## config.mk

```make
export PLATFORM = sky130hd
export DESIGN_NAME = fifo_push_arbiter
export DESIGN_NICKNAME = d
export VERILOG_FILES = /design/src/rtl/fifo_push_arbiter.sv
export SDC_FILE = /design/constraint.sdc
export NUM_CORES = 1
export LEC_CHECK = 0
export CAP_MARGIN = 20
export CORE_ASPECT_RATIO = 0.5
export CORE_UTILIZATION = 30
export CTS_BUF_LIST = sky130_fd_sc_hd__clkbuf_8
export CTS_CLUSTER_DIAMETER = 60
export DETAILED_ROUTE_END_ITERATION = 10
export PLACE_DENSITY_LB_ADDON = 0.15
export RECOVER_POWER = 50
export SLEW_MARGIN = 20
export SYNTH_ARGS = -nofsm -noshare
export SYNTH_HDL_FRONTEND = slang
export SYNTH_SLANG_ARGS = --single-unit
export TNS_END_PERCENT = 5
```

## constraint.sdc

```tcl
create_clock -name clk -period 6.84 [get_ports clk]
set_input_delay 1.026 -clock clk [delete_from_list [all_inputs] [get_ports clk]]
set_output_delay 1.026 -clock clk [all_outputs]
set_load 0.01 [all_outputs]
```

## src/rtl/fifo_push_arbiter.sv

```systemverilog
// rtl/fifo_push_arbiter.sv - round-robin arbiter sharing one FIFO push port among N requesters
module fifo_push_arbiter #(
  parameter int N         = 4,
  parameter int WIDTH     = 8,
  parameter int MAX_BURST = 2,
  parameter int IW        = (N > 1) ? $clog2(N) : 1
) (
  input  logic               clk,
  input  logic               rst_n,
  input  logic [N-1:0]       req_valid,
  input  logic [N*WIDTH-1:0] req_data,
  output logic [N-1:0]       req_ready,
  output logic               push_valid,
  output logic [WIDTH-1:0]   push_data,
  input  logic               push_ready,
  output logic               grant_valid,
  output logic [IW-1:0]      grant_idx,
  output logic [15:0]        xfer_count
);

  localparam logic [IW-1:0] LAST_REQ   = IW'(N - 1);
  localparam logic [3:0]    BURST_LAST = 4'(MAX_BURST - 1);

  logic [IW-1:0] last_idx;
  logic          hold;
  logic [IW-1:0] held_idx;
  logic [3:0]    burst_cnt;

  logic          held_ok;
  logic [IW-1:0] base_idx;
  logic          xfer;

  assign held_ok = hold && req_valid[held_idx];

  // A stale lock (held requester dropped valid) rotates from the held requester.
  assign base_idx = hold ? held_idx : last_idx;

  always_comb begin
    int j;
    grant_valid = 1'b0;
    grant_idx   = '0;
    j           = 0;
    if (held_ok) begin
      grant_valid = 1'b1;
      grant_idx   = held_idx;
    end else begin
      for (int k = 1; k <= N; k++) begin
        j = (int'(base_idx) + k) % N;
        if (!grant_valid && req_valid[j]) begin
          grant_valid = 1'b1;
          grant_idx   = j[IW-1:0];
        end
      end
    end
  end

  always_comb begin
    push_data = '0;
    req_ready = '0;
    for (int i = 0; i < N; i++) begin
      if (grant_valid && grant_idx == i[IW-1:0]) begin
        push_data    = req_data[i*WIDTH +: WIDTH];
        req_ready[i] = push_ready;
      end
    end
  end

  assign push_valid = grant_valid;
  assign xfer       = push_valid && push_ready;

  always_ff @(posedge clk) begin
    if (!rst_n) begin
      last_idx   <= LAST_REQ;
      hold       <= 1'b0;
      held_idx   <= '0;
      burst_cnt  <= '0;
      xfer_count <= '0;
    end else if (xfer) begin
      xfer_count <= xfer_count + 16'd1;
      if (burst_cnt == BURST_LAST) begin
        last_idx  <= grant_idx;
        hold      <= 1'b0;
        burst_cnt <= '0;
      end else begin
        hold      <= 1'b1;
        held_idx  <= grant_idx;
        burst_cnt <= burst_cnt + 4'd1;
      end
    end else if (grant_valid) begin
      // FIFO stalled: lock the grant so push_valid/push_data stay stable.
      hold     <= 1'b1;
      held_idx <= grant_idx;
    end else if (hold && !req_valid[held_idx]) begin
      hold      <= 1'b0;
      last_idx  <= held_idx;
      burst_cnt <= '0;
    end
  end

endmodule

```

== After elaboration in Yosys (flattened, before gate mapping) ==
Cells that the tools add are included.

* Register bits after elaboration: 25
* Input bits: 39
* Output and inout bits: 32
* Word-level logic and storage cells: 103

* Mux-type cells: 51
* $add $sub $neg: 6
* Reductions and logical operators: 25
* Equality and inequality tests: 7
* Magnitude comparators: 5
* Bitwise logic cells: 4

{| class="wikitable"
|+ Operator list
! cell !! number
|-
| 8-bit 2-to-1 mux || 4
|-
| 2-bit 2-to-1 mux || 13
|-
| 1-bit 2-to-1 mux || 25
|-
| 16-bit by 1-bit adder with 16-bit output, second input constant || 1
|-
| 3-bit by 4-bit less-than comparator with 1-bit output, second input constant || 4
|-
| 4-bit 2-to-1 mux || 4
|-
| 1-bit binary-select mux with 2-bit select || 5
|-
| 1-bit logical AND || 10
|-
| 2-bit OR reduction || 4
|-
| 2-bit by 1-bit adder with 2-bit output, second input constant || 2
|-
| 2-bit adder, second input constant || 2
|-
| 4-bit by 1-bit adder with 4-bit output, second input constant || 1
|-
| 1-bit bitwise AND, first input constant || 4
|-
| 2-bit == test, second input constant || 2
|-
| 4-bit by 1-bit == test with 1-bit output, second input constant || 1
|-
| 1-bit zero test || 4
|-
| 2-bit by 1-bit != test with 1-bit output, second input constant || 2
|-
| 2-bit AND reduction || 2
|-
| 2-bit nonzero test || 2
|-
| 2-bit by 3-bit less-than comparator with 1-bit output, second input constant || 1
|-
| 3-bit AND reduction || 1
|-
| 3-bit nonzero test || 1
|-
| 2-bit by 1-bit == test with 1-bit output, second input constant || 1
|-
| 2-bit zero test || 1
|-
| 2-bit != test, second input constant || 1
|}

== Depth between registers and ports, before layout ==
Gate-level depths: netlist of run 1.

* Depth after elaboration: 27
* Gate-level depth with buffers: 8
* Mapped depth without buffers: 7

== Worst setup path after synthesis of run 1 ==
Ideal clock, no wire load.

* Path type: input to output
* Start point: input port req_valid[3]
* End point: output port push_data[2]
* Path buffers: 2
* Arrival time: 2,593 ps
* Required time: 5,814 ps
* Stages on the path: 8
* Setup slack: 3,221 ps
* Path through: buf_2 -> nand2b_1 -> and3_1 -> a311oi_4 -> o21a_2 -> buf_2 -> o21ai_0 -> mux2_1

* Cells in the longest elaborated chain, start to end: 23
* Elaborated cells between the ends (all ways): 46
* Those cells by class: eq/ne: 3; mux: 31; reduce/logical: 12

{| class="wikitable"
|+ Ends and longest elaborated chain
! what !! RTL line !! RTL
|-
| from (decl) || 10 || <nowiki>input logic [N-1:0] req_valid,</nowiki>
|-
| 1-bit binary-select mux with 2-bit select || 49 || <nowiki>if (!grant_valid && req_valid[j]) begin</nowiki>
|-
| 1-bit 2-to-1 mux (implied by the code) (2 in a row) || 49 ||
|-
| 1-bit 2-to-1 mux || 49 ||
|-
| 1-bit 2-to-1 mux || 43 || <nowiki>if (held_ok) begin</nowiki>
|-
| 1-bit zero test || 49 ||
|-
| 1-bit logical AND || 49 ||
|-
| 1-bit 2-to-1 mux || 49 ||
|-
| 1-bit 2-to-1 mux || 43 ||
|-
| [... 4 more ...] || n/a ||
|-
| 1-bit zero test || 49 ||
|-
| 1-bit logical AND || 49 ||
|-
| 2-bit 2-to-1 mux || 49 ||
|-
| 2-bit 2-to-1 mux || 43 ||
|-
| 2-bit zero test || 61 || <nowiki>if (grant_valid && grant_idx == i[IW-1:0]) begin</nowiki>
|-
| 1-bit logical AND || 61 ||
|-
| 8-bit 2-to-1 mux (3 in a row) || 61 ||
|-
| 8-bit 2-to-1 mux (*) || 61 ||
|-
| to (decl) || 14 || <nowiki>output logic [WIDTH-1:0] push_data,</nowiki>
|}

Mark *: on every way between the ends. The rest lies on a longest branch, timed or not. The select of a mux whose other input is x is not followed.

== Worst setup path in the final report of run 1 ==
* Start point: input port req_valid[3]
* End point: output port push_data[1]

The elaborated chain is that of the path after synthesis.

==> summary.md, run 1 <==
| Metric | Value |
|---|---|
| CP arrival | `4.03 ns` |
| Synth Cell Area | `between 1500 and 2000 um2` |
| Cts repair resizes | `0` |
| Rows | `19` |
| 1st-pass router iterations | `4` |
| Internal power | `300 uW` |
| Vias in the first global route | `1814` |
| Synth Flop Type | `dfxtp_1` |
| Critical path origin | `req_valid[3]` |
| Hold EP | `burst_cnt[3]` |
| Slew @ Worst Pin | `about 0.75 ns` |
| Post-Syn Nets | `281` |
| Clock skew | `0.00301 ns` |
| DR WL/cell | `approximately 13 um` |
| Netlist cell types | `49` |
| Async S/R FF share, synth | `0%` |
| Min Tclk post-route | `5.06 ns` |
| I/O pin total | `71` |
| Hold Path Depth | `1` |
| Setup ws final | `about 1.8 ns` |
| Relative slew slack | `49.5%` |
| Setup slack, reg-to-reg | `4.30 ns` |
| YS warnings | `0` |
| DRC Markers | `0` |
| Die X | `114 um` |
| Die Height | `58.0 um` |
| Root Driver | `clkbuf_8` |
| Fillers | `597` |
| Sw Share | `roughly a third` |
| Largest net degree at the start of global routing | `26` |
| Comb pwr share | `44.4%` |
| Final ANT Viol Nets | `0` |
| Starting DRT DRC Count | `47` |
| Worst reg2reg startpoint | `hold` |
| TritonCTS clock tree | `yes` |
| Status | `finished clean` |
| PD cells | `168 nW/um2` |
| CTS Hold Bufs | `0` |
| CTS sink cnt | `25` |
| Flop pwr share | `36.3%` |
| Fmax | `198 MHz` |
| Fin crit share | `73.9%` |
| Setup TNS | `0 ns` |
| GPL Wtd Cong | `0.787` |
| Global-route wire length before repair | `8340 um` |
| Fin. max-slew vios | `0` |
| Clk slew on worst S/H paths | `0.08 ns` |
| HP Class | `reg -> reg` |
| Via Count | `about 1.9k` |
| Worst IR drop on VDD | `approximately 0.000079 V` |
| Avg Cell Area, Syn | `7.88 um2` |
| Clk network pwr share | `19.2%` |
| CP dominant cell by count | `clkdlybuf4s50_1` |
| Startpoint types | `primary input` |
| WS Path Type | `in -> out` |
| Post-CTS Setup Inserts | `0` |
| DIE AREA | `6620 um2` |
| Setup Viol. Count Final | `0` |
| Critical path buffer and inverter count | `2` |
| Sequential element share of the synthesized area | `between 20% and 30%` |
| Routed vias/inst | `4.94` |
| Setup crit end kind | `output port` |
| EDFF count, synth | `0` |
| Total of max-cap violations | `0` |
| Fin. Hold Viols | `0` |
| Critical path fanouts, max | `24` |
| Diodes inserted | `0` |
| Worst r2r dst | `last_idx[0]` |
| CP required | `5.81 ns` |
| CP cell instances | `clkdlybuf4s50_1 -> nand2b_1 -> and3_1 -> a311oi_4 -> o21a_2 -> o21ai_0 -> mux2_1 -> clkdlybuf4s50_1` |
| Core area | `roughly 5800 um2` |
| Slowest-stage cell, CP | `a311oi_4` |
| Worst Min Path Start | `burst_cnt[3]` |
| Syn-to-layout area delta | `40.4%` |
| IO buf count | `70` |
| Leak pwr | `1.07 nW` |
| Top Family by Delay on Critical Path | `compound AO/OA/AOI/OAI gates` |
| Net Sw Power | `143 uW` |
| Initial antenna violation count | `0` |
| Routed WL | `4880 um` |
| Worst slack at placement | `roughly 1.7 ns` |
| Grt total ovfl | `0` |
| H-tree levels | `1` |
| Latest clock arrival within the worst-skew pair | `0.27 ns` |
| Share of layout cells above drive strength 1 | `5.72%` |
| R2R cell count | `6` |
| GRT Overall Usage | `15.4%` |
| Post-synthesis register bit count | `25` |
| Post-detail-place hpwl | `between 3000 and 4000 um` |
| Total Nets Final | `340` |
| Starting density of the core | `32.7%` |
| Syn Inst Count | `239` |
| Cts bufs inserted | `3` |
| Clock Path Buffers | `2` |
| RSZ-0062 raised after global routing | `no` |
| Slowest stage delay, CP | `roughly 0.64 ns` |
-- stage by stage --
step | area (um2) | std cells | util (%) | power [mW] | hold slack, ns
after floorplan | 1880 | 239 | - | 0.283 | 0.423
after global placement | 2600 | 377 | 45.2 | 0.359 | 0.445
after detailed placement | 2600 | 377 | 45.2 | 0.363 | 0.452
after CTS | 2640 | 381 | 46.0 | 0.450 | 0.465
after global routing | 2640 | 381 | 46.0 | 0.473 | 0.499
final | 2640 | 381 | 46.0 | 0.443 | 0.459
-- layer usage --
metal  vias up  share of wire, %  track usage (%)  wire length, um
met5         -                 0                0                0
met1       857                49             20.2             2410
li1        969                 -                -                -
met4         0              0.74             3.34               36
met2        51                45             27.2             2210
met3         5               4.7             2.51              230
-- power by group through the flow --
stage	clock, mW	sequential [mW]	combinational [mW]
4_1_cts	0.0892	0.161	0.200
2_1_floorplan	0	0.159	0.124
3_3_place_gp	0	0.164	0.195
6_report	0.0853	0.161	0.197
5_1_grt	0.0954	0.162	0.216
3_5_place_dp	0	0.164	0.199
-- cell usage in the layout, fill, tap and decap left out, types with 2 or more instances in the layout --
master,count
o211ai_1,17
inv_1,13
and3_1,3
a21oi_1,8
mux2_4,5
and2_0,6
or3_1,3
nor2_1,10
mux2_1,4
dlygate4sd3_1,17
o41a_1,2
mux2_2,2
nand3_1,7
dfxtp_1,25
o21ai_0,18
nor3_1,3
nor2b_1,4
clkbuf_8,3
nand4_1,3
and2_1,6
ha_1,3
clkdlybuf4s50_1,53
nor3b_1,2
nand2b_1,2
xor2_1,7
a21boi_0,4
o21ai_1,5
nor4_1,4
nand2_1,31
xnor2_1,8
-- layout make-up --
type / instances / area [um2] / share of cell area (%)
Timing Repair Buffer: 70 / 701 / 26.5
Tap cell: 84 / 105 / 3.98
Clock inverter: 1 / 3.75 / 0.142
Clock buffer: 3 / 41.3 / 1.56
Multi-Input combinational cell: 185 / 1240 / 47.0
Sequential cell: 25 / 500 / 18.9
Inverter: 13 / 48.8 / 1.85
-- sequential cells by signal (all words and copies together) (netlist names) --
name	count
xfer_count	16
burst_cnt	4
held_idx	2
last_idx	2
hold	1
-- how the worst max path moves through the flow --
stage / endpoint / slack [ns] / depth (start not counted)
2_1_floorplan: push_data[2] / 3.22 / 8
3_3_place_gp: push_data[1] / 1.87 / 8
3_5_place_dp: push_data[1] / 1.75 / 8
4_1_cts: push_data[1] / 1.75 / 8
5_1_grt: push_data[1] / 1.54 / 8
6_report: push_data[1] / 1.78 / 8
-- Yosys cell counts, types with 3 or more instances --
library cell   n  area [um2]
buf_2          6        30.0
mux2_4         5        75.1
nor4_1         4        25.0
nand3_1        7        35.0
o211ai_1      17         128
xor2_1         7        61.3
mux2_1         4        45.0
nand2_1       31         116
a21oi_1        8        40.0
clkbuf_1       6        22.5
inv_1         12        45.0
and3_1         3        18.8
o21ai_1        5        25.0
o21ai_0       18        90.1
a21boi_0       4        30.0
or3_1          3        18.8
dfxtp_1       25         500
nand4_1        3        18.8
ha_1           3        37.5
nor3_1         3        15.0
and2_1        12        75.1
xnor2_1        8        70.1
nor2_1        10        37.5
nor2b_1        4        25.0
-- worst reg2reg max path, delay by kind of cell (launching register included) --
family,cells,cell delay (ns)
AO/OA/AOI/OAI,4,1.11
multiplexers,1,0.39
AND/OR/NAND/NOR,1,0.30
flip-flops,1,0.60
-- cell families after synthesis --
| kind of cell | count (synthesis) | share of synthesized area, % |
|---|---|---|
| and+or+nand+nor | 90 | 25.0 |
| AOI/OAI and AO/OA | 64 | 23.3 |
| buffers and inverters | 29 | 7.37 |
| DFF | 25 | 26.6 |
| xor gates and xnor gates | 15 | 6.98 |
| muxes | 13 | 8.84 |
| adders and majority gates | 3 | 1.99 |
No activity file was read; power rests on OpenSTA's default activity.
==> run 2: changes to the inputs <==
==> constraint.sdc (replaced) <==
create_clock -name clk -period 4.6 [get_ports clk]
set_input_delay 0.69 -clock clk [delete_from_list [all_inputs] [get_ports clk]]
set_output_delay 0.69 -clock clk [all_outputs]
set_load 0.01 [all_outputs]
==> summary.md, run 2 (synthesis results as in run 1) <==
| Metric | Value |
|---|---|
| Starting DRT DRC Count | `62 (was 47)` |
| Final core occ | `46.4% (was 46.0%)` |
| CP cell instances | `dlygate4sd3_1 -> nand2b_1 -> a221o_1 -> nand2_1 -> o21a_2 -> o21ai_0 -> mux2_1 -> clkdlybuf4s50_1 (was clkdlybuf4s50_1 -> nand2b_1 -> and3_1 -> a311oi_4 -> o21a_2 -> o21ai_0 -> mux2_1 -> clkdlybuf4s50_1)` |
| Cell count along the critical path | `8 (unchanged)` |
| Setup slack, reg-to-reg | `2.41 ns (was 4.30 ns)` |
| Final instance count without filler cells | `385 (was 381)` |
| Die X | `114 um (unchanged)` |
| Core area | `5750 um2 (unchanged)` |
| Final ANT Viol Nets | `0 (unchanged)` |
| I/O pin total | `71 (unchanged)` |
| Critical path buffer and inverter count | `2 (unchanged)` |
| Post-detail-place hpwl | `3500 um (was 3630 um)` |
| Fin crit share | `87.7%` |
| Total Nets Final | `344 (was 340)` |
| Min Tclk post-route | `4.04 ns` |
| Slowest-stage cell, CP | `dlygate4sd3_1 (was a311oi_4)` |
| Top reg by flops | `xfer_count (unchanged)` |
| Largest net degree at the start of global routing | `26 (unchanged)` |
| Vias in the first global route | `1773 (was 1814)` |
| Relative slew slack | `50.3% (was 49.5%)` |
| Latest clock arrival within the worst-skew pair | `0.26 ns (was 0.27 ns)` |
| Post-CTS Setup Inserts | `0 (unchanged)` |
| Slowest stage delay, CP | `0.63 ns (was 0.64 ns)` |
| CTS sink cnt | `25 (unchanged)` |
| Setup crit end kind | `output port (unchanged)` |
| DIE AREA | `6620 um2 (unchanged)` |
| Cts bufs inserted | `3 (unchanged)` |
| Top Registers | `xfer_count: 16 flops, burst_cnt: 4 flops (unchanged)` |
| Clock Path Buffers | `2 (unchanged)` |
| Grt total ovfl | `0 (unchanged)` |
| Rows | `19 (unchanged)` |
| GRT Overall Usage | `14.9% (was 15.4%)` |
| RSZ-0062 raised after global routing | `no (unchanged)` |
| Fillers | `600 (was 597)` |
| Global-route wire length before repair | `8050 um (was 8340 um)` |
| Routed vias/inst | `5.00 (was 4.94)` |
| Max reg flops | `16 (unchanged)` |
| WS Path Type | `in -> out (unchanged)` |
| Worst IR drop on VDD | `0.000170 V (was 0.0000787 V)` |
| PD cells | `249 nW/um2 (was 168 nW/um2)` |
| Final Power | `664 uW (was 443 uW)` |
| DR WL/cell | `12.6 um (was 12.8 um)` |
| HP Class | `reg -> reg (unchanged)` |
| Status | `finished clean (unchanged)` |
| Leak pwr | `1.09 nW (was 1.07 nW)` |
| Top Family by Delay on Critical Path | `buffers and inverters (was compound AO/OA/AOI/OAI gates)` |
| Most common cell after layout, fill and taps aside | `clkdlybuf4s50_1 (unchanged)` |
| Worst Min Path Start | `burst_cnt[3] (unchanged)` |
| IO buf count | `70 (unchanged)` |
| Via Count | `1926 (was 1882)` |
| R2R cell count | `6 (unchanged)` |
| Most frequent cells in the layout | `clkdlybuf4s50_1 (52), nand2_1 (31), dfxtp_1 (25) (was clkdlybuf4s50_1 (53), nand2_1 (31), dfxtp_1 (25))` |
| Fin. Hold Viols | `0 (unchanged)` |
| Root Driver | `clkbuf_8 (unchanged)` |
| Crit path to | `push_data[1] (unchanged)` |
| CP required | `3.91 ns (was 5.81 ns)` |
| 1st-pass router iterations | `4 (unchanged)` |
| Die Height | `58.0 um (unchanged)` |
| TritonCTS clock tree | `yes (unchanged)` |
| Clock skew | `0.00481 ns (was 0.00301 ns)` |
| Startpoint types | `primary input (unchanged)` |
| H-tree levels | `1 (unchanged)` |
| Setup TNS | `0 ns (unchanged)` |
| Critical path fanouts, max | `24 (unchanged)` |
| Setup ws final | `0.564 ns (was 1.78 ns)` |
| Fmax | `248 MHz` |
| Slew @ Worst Pin | `0.744 ns (was 0.755 ns)` |
| Routed WL | `4870 um (was 4880 um)` |
| Diodes inserted | `0 (unchanged)` |
| Dpl cells | `381 (was 377)` |
| Critical path origin | `req_valid[2] (was req_valid[3])` |
| Fin. max-slew vios | `0 (unchanged)` |
| Syn-to-layout area delta | `41.8% (was 40.4%)` |
| Worst reg2reg startpoint | `hold (unchanged)` |
| Cts repair resizes | `0 (unchanged)` |
| CTS Hold Bufs | `0 (unchanged)` |
| GPL Wtd Cong | `0.829 (was 0.787)` |
| Share of layout cells above drive strength 1 | `6.31% (was 5.72%)` |
| DRC Markers | `0 (unchanged)` |
| Clk slew on worst S/H paths | `0.09 ns (was 0.08 ns)` |
| CP arrival | `3.35 ns (was 4.03 ns)` |
| Worst r2r dst | `last_idx[0] (unchanged)` |
| Total of max-cap violations | `0 (unchanged)` |
| Initial antenna violation count | `0 (unchanged)` |
| Setup Viol. Count Final | `0 (unchanged)` |
| Starting density of the core | `32.7% (unchanged)` |
| Worst slack at placement | `0.607 ns (was 1.75 ns)` |
==> run 2: cell types whose count changed in the layout (fill, tap and decap cells not counted), sizes merged <==
cell | previous run | this run
buf | 0 | 3
clkbuf | 3 | 4
clkdlybuf4s50 | 53 | 52
dlygate4sd3 | 17 | 18
==> run 2: layer usage <==
layer	vias to the layer above	global-route usage, %	routed length [um]
li1	977	-	-
met1	900	19.1	2340
met2	47	26.6	2260
met3	2	3.03	242
met4	0	2.23	21
met5	-	0	0
==> run 2: area by class of cell <==
cell class	instances	area [um2]	share of cell area (%)
tap	84	105	3.94
multi-input combinational	185	1240	46.6
sequential	25	500	18.7
clock buffer	3	41.3	1.55
timing repair buffer	74	727	27.2
inverter	13	48.8	1.83
clock inverter	1	3.75	0.141
==> run 2: where the power goes <==
group	switching (mW)	internal, mW
sequential	0.0150	0.224
clock	0.0679	0.0597
combinational	0.131	0.166
==> run 2: stage by stage <==
stage	instance area [um2]	hold slack (ns)
2_1_floorplan	1880	0.423
3_3_place_gp	2630	0.449
3_5_place_dp	2630	0.453
4_1_cts	2670	0.470
5_1_grt	2670	0.523
6_report	2670	0.474
==> run 2: how the worst min path moves through the flow <==
stage,end,slack (ns),cells past startpoint
2_1_floorplan,burst_cnt[3],0.42,1
3_3_place_gp,burst_cnt[3],0.45,1
3_5_place_dp,burst_cnt[3],0.45,1
4_1_cts,burst_cnt[3],0.47,1
5_1_grt,burst_cnt[3],0.52,1
6_report,burst_cnt[3],0.47,1
